[src/rtl/fetch_pkg.sv]
// Shared fetch/decode definitions: FSM state encoding, next-pc select codes
// and the default opcode constants used by the fetch and decode stages.
package fetch_pkg;

    // Fetch FSM states. ISSUE covers the one-cycle instruction memory latency.
    typedef enum logic [2:0] {
        ST_IDLE    = 3'd0,
        ST_ISSUE   = 3'd1,
        ST_LATCH   = 3'd2,
        ST_PRESENT = 3'd3,
        ST_HALTED  = 3'd4
    } fetch_state_e;

    // Next-pc source selection.
    typedef enum logic [1:0] {
        PC_HOLD   = 2'd0,
        PC_INC    = 2'd1,
        PC_JUMP   = 2'd2,
        PC_BRANCH = 2'd3
    } pc_sel_e;

    localparam logic [3:0] DEF_HALT_OP = 4'hF;
    localparam logic [3:0] DEF_JMP_OP  = 4'hE;

    // Opcode field of an 8-bit instruction word.
    function automatic logic [3:0] ir_opcode(input logic [7:0] ir);
        return ir[7:4];
    endfunction

    // Operand field of an 8-bit instruction word.
    function automatic logic [3:0] ir_operand(input logic [7:0] ir);
        return ir[3:0];
    endfunction

endpackage

[src/rtl/pc_next.sv]
// Combinational next-pc selection: hold, +1 with 4-bit wrap, absolute jump
// to the instruction operand, or downstream branch redirect.
module pc_next
    import fetch_pkg::*;
#(
    parameter logic [3:0] HALT_OP = DEF_HALT_OP,
    parameter logic [3:0] JMP_OP  = DEF_JMP_OP
) (
    input  logic [3:0] pc_cur,
    input  logic       accept,
    input  logic [3:0] opcode,
    input  logic [3:0] operand,
    input  logic       branch_taken,
    input  logic [3:0] branch_target,
    output logic [3:0] pc_nxt
);

    pc_sel_e sel;

    // Choose the pc source; only an accept moves pc, a jump beats a branch
    // and a halt keeps pc where it is.
    always_comb begin
        sel = PC_HOLD;
        if (accept) begin
            if (opcode == HALT_OP) begin
                sel = PC_HOLD;
            end else if (opcode == JMP_OP) begin
                sel = PC_JUMP;
            end else if (branch_taken) begin
                sel = PC_BRANCH;
            end else begin
                sel = PC_INC;
            end
        end
    end

    // Mux the selected source; the 4-bit add wraps 15 to 0 naturally.
    always_comb begin
        pc_nxt = pc_cur;
        case (sel)
            PC_HOLD:   pc_nxt = pc_cur;
            PC_INC:    pc_nxt = pc_cur + 4'd1;
            PC_JUMP:   pc_nxt = operand;
            PC_BRANCH: pc_nxt = branch_target;
            default:   pc_nxt = pc_cur;
        endcase
    end

endmodule

[src/rtl/fetch_unit.sv]
// Instruction fetch unit: drives pc to instruction memory, waits one cycle of
// memory latency, latches the returned word and presents it to decode.
//
// Handshake: ir_valid is high only in PRESENT and the held instruction is
// stable while ir_valid=1 and ir_ready=0; a transfer (accept) happens on the
// rising edge where ir_valid=1 and ir_ready=1. branch_taken/branch_target are
// only looked at on that accept cycle. ir_valid never depends on ir_ready.
module fetch_unit
    import fetch_pkg::*;
#(
    parameter logic [3:0] HALT_OP = DEF_HALT_OP,
    parameter logic [3:0] JMP_OP  = DEF_JMP_OP
) (
    input  logic       clk,
    input  logic       rst_n,
    input  logic       run,
    input  logic [7:0] ins_data,
    output logic [3:0] pc,
    output logic       ir_valid,
    input  logic       ir_ready,
    output logic [3:0] opcode,
    output logic [3:0] operand,
    input  logic       branch_taken,
    input  logic [3:0] branch_target,
    output logic       halted,
    output logic [2:0] state_dbg
);

    fetch_state_e state_q, state_d;
    logic [3:0]   pc_q, pc_d;
    logic [7:0]   ir_q, ir_d;
    logic         accept;

    assign accept = (state_q == ST_PRESENT) && ir_ready;

    // Next-pc selection lives in its own combinational block.
    pc_next #(
        .HALT_OP (HALT_OP),
        .JMP_OP  (JMP_OP)
    ) u_pc_next (
        .pc_cur        (pc_q),
        .accept        (accept),
        .opcode        (ir_opcode(ir_q)),
        .operand       (ir_operand(ir_q)),
        .branch_taken  (branch_taken),
        .branch_target (branch_target),
        .pc_nxt        (pc_d)
    );

    // Next-state and instruction register load.
    always_comb begin
        state_d = state_q;
        ir_d    = ir_q;
        case (state_q)
            ST_IDLE: begin
                if (run) begin
                    state_d = ST_ISSUE;
                end
            end
            ST_ISSUE: begin
                // Memory is reading pc this cycle; data arrives in LATCH.
                state_d = ST_LATCH;
            end
            ST_LATCH: begin
                ir_d    = ins_data;
                state_d = ST_PRESENT;
            end
            ST_PRESENT: begin
                // run is only consulted once the held instruction is accepted.
                if (accept) begin
                    if (ir_opcode(ir_q) == HALT_OP) begin
                        state_d = ST_HALTED;
                    end else if (run) begin
                        state_d = ST_ISSUE;
                    end else begin
                        state_d = ST_IDLE;
                    end
                end
            end
            ST_HALTED: begin
                state_d = ST_HALTED;
            end
            default: begin
                state_d = ST_IDLE;
            end
        endcase
    end

    // State, pc and instruction registers with asynchronous clear.
    always_ff @(posedge clk or negedge rst_n) begin
        if (!rst_n) begin
            state_q <= ST_IDLE;
            pc_q    <= 4'd0;
            ir_q    <= 8'h00;
        end else begin
            state_q <= state_d;
            pc_q    <= pc_d;
            ir_q    <= ir_d;
        end
    end

    assign pc        = pc_q;
    assign ir_valid  = (state_q == ST_PRESENT);
    assign opcode    = ir_opcode(ir_q);
    assign operand   = ir_operand(ir_q);
    assign halted    = (state_q == ST_HALTED);
    assign state_dbg = state_q;

endmodule

[config.mk]
export PLATFORM = sky130hd
export DESIGN_NAME = fetch_unit
export DESIGN_NICKNAME = d
export VERILOG_FILES = /design/src/rtl/fetch_pkg.sv /design/src/rtl/pc_next.sv /design/src/rtl/fetch_unit.sv
export SDC_FILE = /design/constraint.sdc
export NUM_CORES = 1
export LEC_CHECK = 0
export CAP_MARGIN = 10
export CORE_UTILIZATION = 39
export DETAILED_ROUTE_END_ITERATION = 12
export HOLD_SLACK_MARGIN = 0.05
export PLACE_DENSITY = 0.77
export SLEW_MARGIN = 20
export SYNTH_ARGS = -nofsm -noshare
export SYNTH_HDL_FRONTEND = slang
export SYNTH_SLANG_ARGS = --single-unit
[constraint.sdc]
create_clock -name clk -period 1.6 [get_ports clk]
set_input_delay 0.24 -clock clk [delete_from_list [all_inputs] [get_ports clk]]
set_output_delay 0.24 -clock clk [all_outputs]
set_load 0.005 [all_outputs]
# Yosys cells after proc, flatten, opt, wreduce, memory -nomap -nowiden
# Cells that the tools add are included.
# word_totals
register_bits	15
inputBits	17
elab_cells	29
# classes
n_addsub	1
eq_ne	11
mux	10
n_reduce_logical	4
# op_table
cell	n
3-bit case mux with 5 select lines	1
4-bit case mux with 3 select lines	1
3-bit 2-to-1 mux	3
4-bit == test (second input constant)	2
2-bit 2-to-1 mux	4
3-bit by 2-bit == test with 1-bit output (second input constant)	2
4-bit by 1-bit adder with 4-bit output (second input constant)	1
2-bit == test (second input constant)	2
3-bit by 1-bit == test with 1-bit output (second input constant)	1
3-bit == test (second input constant)	1
3-bit logical NOT	1
2-bit by 1-bit == test with 1-bit output (second input constant)	1
2-bit logical NOT	1
2-bit by 1-bit inequality test with 1-bit output (second input constant)	1
2-bit inequality test (second input constant)	1
2-bit AND reduction	1
1-bit logical AND	1
1-bit 2-to-1 mux	1

# Logic depth before layout (Yosys ltp)
# logic_depth
word_depth	6
depth_mapped	5

# By module
# A second synthesis with hierarchy kept.
# hier_totals
hier_cells	74
area_unflattened_um2	779.5
# by_module_without_submodules
module	n_inst	cells_per_inst	area_per_inst_um2	seq_area_each_um2
fetch_unit	1	39	563.0	375.4
pc_next	1	35	216.5	0.0

# Worst setup path before layout
# No wires, ideal clock.
# synth_path
kind	register to register
from	register pc_q[0], in the netlist pc[0]
to	register pc_q[2], in the netlist pc[2]
setup_time_ns	0.128
t_arrival_ns	1.199
slack_ns	0.273
stages_incl_launch_ff	6
path_buffers	0
period_less_slack_ns	1.327
cell_sequence	dfrtp_1 ha_1 xor2_1 mux2_2 o22ai_1 a2bb2oi_1
# synth_between
elab_chain_cells	2
# synth_lines
element	line_no	rtl
start, declared	fetch_unit.sv:30	logic [3:0] pc_q, pc_d;
start signal, assigned	fetch_unit.sv:97	pc_q <= pc_d;
4-bit by 1-bit adder with 4-bit output	pc_next.sv:42	PC_INC: pc_nxt = pc_cur + 4'd1;
4-bit case mux with 3 select lines	pc_next.sv:40	case (sel)
# No other way between the ends.
# A chain may end at the register's enable or synchronous reset.

# Final worst setup path
# layout_path
from	register state_q[0], in the netlist state_dbg[0]
to	output state_dbg[0]
# layout_rtl
element	line_no	rtl
start, declared	fetch_unit.sv:29	fetch_state_e state_q, state_d;
start signal, assigned	fetch_unit.sv:96	state_q <= state_d;
end, declared	fetch_unit.sv:26	output logic [2:0] state_dbg
# No word-level cell between the ends.

==> qor.yml <==
run_status:
  status: "completed"
layout:
  syn_to_final_growth_pct: 60.35
  drive_above_1_share_pct: 26.21
  stdcell_area_mm2: 0.001164
  layout.nets: 122
  fin_cells: 128
  antennaDiodeCount: 0
detailed_routing:
  wl_per_cell_um: 13.42
  drtIter0Drc: 22
  post-route-drc-count: 0
  vias: 650
  dr.pass1.iters: 4
  antenna_left: 0
  wl_um: 1718
  via_per_inst: 5.078
yosys:
  synthCells: 60
  ys_seq_area_share_pct: 51.72
  ys_ff_latch: 15
  synthAdderAreaFrac_pct: 1.724
  ys_warn_count: 0
  mappedNetlistNets: 78
  synth_ff_type: "dfrtp_1"
  async_flop_share_pct: 100.0
  synth_cell_types: 25
  synth-edff-count: 0
  synth_top_family_by_area: "multiplexers"
  synth_mux_area_share_pct: 15.52
  syn_avg_cell_area_um2: 12.09
  synth_xor_area_share_pct: 2.414
  synth_area_um2: 725.7
  synth-compound-area-share_pct: 13.79
  synth-simple-area-share_pct: 13.62
global_route:
  grt_max_degree: 16
  antenna_found_initial: 0
  grt_remaining_overflow: 0
  grt_pass1_vias: 609
  grt_pass1_wl_um: 2704
  grt_usage_pct: 18.57
sta:
  rsz0062_at_grt: "no"
  hold_slack_ns: 0.2656
  period_needed_ns: 1.554
  fmax_mhz: 643.4
  finalCritPeriodShare_pct: 97.14
  hold_viol: 0
  slew_headroom_pct: 70.29
  drv_slew: 0
  worstMarginPinSlew_ns: 0.4452
  tns_ns: 0
  setup_viol: 0
  fin_worst_skew_ns: 0.003677
worst_setup_path:
  path_cells: "buf_4 -> clkdlybuf4s50_1"
  cp-start-kind: "flip-flop"
  cp.required_ns: 1.36
  critPathArrivalTime_ns: 1.31
  regToRegSetupSlack_ns: 0.07
  cp_max_fo: 4
  end_kind: "output pin"
  path_class: "reg -> out"
  slowest_delay_ns: 0.49
  crit_slowest_cell: "clkdlybuf4s50_1"
floorplanning:
  core-area_mm2: 0.001727
  die_area_mm2: 0.002037
  die_w_um: 45.14
  chipHeight_um: 45.14
  start_util_pct: 42.03
  io_pins: 34
  num_rows: 15
power:
  power-per-cell-area_mw_per_mm2: 1796
  leakagePower_nw: 0.4822
  irDropWorstVdd_mv: 0.9524
clock_network:
  cts_inserted_buffers: 3
  cts_hold_buf: 0
  clkTransAtPathRegs_ns: 0.08
  clkLatencyLatePin_ns: 0.27
  cts.sinks: 15
  clock_path_buffers: 2
  cts_root_buf: "clkbuf_4"
  cts_tree: "done"
  htree_levels: 1
flow_run:
  cap_violations: 0
place:
  post-dp-hpwl_um: 1282
  gp_congestion: 0.8798
  port_buffers: 33
  dp.cells: 119
  placed_area_mm2: 0.001097
worst_hold_path:
  hold_path_class: "in -> async"
[placed cells by master, fill, tap and decap left out, types with 2 or more instances in the layout]
cell and count:
clkdlybuf4s50_1 31, dfrtp_1 13, mux2_2 10, buf_4 7, nand2_1 4, o21ai_0 3
o22ai_1 3, a2bb2oi_1 3, clkbuf_4 3, nand3_1 2, xor2_1 2, dlygate4sd2_1 2
dfrtp_2 2
[cells by family after synthesis]
logic type               after synthesis
flip-flops                            15
XOR/XNOR                               2
AND/OR/NAND/NOR                       16
buffers and inverters                  2
AO/OA/AOI/OAI                         14
adder cells (fa/ha/maj)                1
multiplexers                          10
[Yosys cell counts (all sizes together) (2+ instances only)]
cell	number	share of area [%]
a21oi	2	1.9
a2bb2oi	3	3.6
dfrtp	15	52
mux2	10	16
nand2	5	2.9
nand3	2	1.4
nor2	2	1.0
nor3b	2	3.6
o21ai	3	2.1
o22ai	3	2.6
xor2	2	2.4
[flip-flops by register name, summed over array words and instances (netlist names)]
signal	cells
ir_q	8
pc	4
state_dbg	3
[worst paths after layout]
| kind | from | endpoint | cells past startpoint |
|---|---|---|---|
| max | state_dbg[0] | state_dbg[0] | 2 |
| min | rst_n | ir_q[1] | 2 |
| max reg2reg | state_dbg[0] | ir_q[2] | 3 |
| min reg2reg | ir_q[6] | ir_q[6] | 1 |
| max in group asynchronous | rst_n | state_dbg[2] | 2 |
| min in group clk | ir_q[6] | ir_q[6] | 1 |
[worst max-delay path: cells and delay by family, from the launching register on]
family / cells / cell delay, ns
buffers and inverters: 2 / 0.63
flip-flops: 1 / 0.41
[power breakdown]
| part | internal, mW | switching [mW] | leakage, nW |
|---|---|---|---|
| Sequential | 0.567 | 0.179 | 0.171 |
| Clock | 0.0965 | 0.110 | 0.0150 |
| Combinational | 0.749 | 0.388 | 0.297 |
| Total | 1.41 | 0.677 | 0.482 |
[metal layers]
metal	share of wire [%]	vias up	routed length (um)	GRT usage [%]
met2	51	24	873	29.86
met4	1.1	0	19	11.52
li1	-	311	-	-
met3	5.2	2	90	3.200
met5	0	-	0	0
met1	43	313	735	23.04
[repair_timing]
item                       CTS  global route
setup endpoints to repair    2             0
resized for setup            5             0
buffers inserted             5             0
[metrics by stage]
stage | setup WS [ns] | utilization, % | power (mW)
after floorplan | 0.2733 | - | 1.278
after global placement | 0.1113 | 63.55 | 1.792
after detailed placement | 0.08339 | 63.55 | 1.825
after CTS | 0.04925 | 67.39 | 2.106
after global routing | 0.01178 | 67.39 | 2.244
final | 0.04574 | 67.39 | 2.090
[layout make-up]
class | instances | area [um^2]
clock buffers | 4 | 26.28
fillers | 143 | 563.0
inverters | 1 | 3.754
multi-input cells | 43 | 344.1
flip-flops and latches | 15 | 377.9
well taps | 25 | 31.28
repair buffers | 40 | 380.4
(Power assumes the default switching activity.)
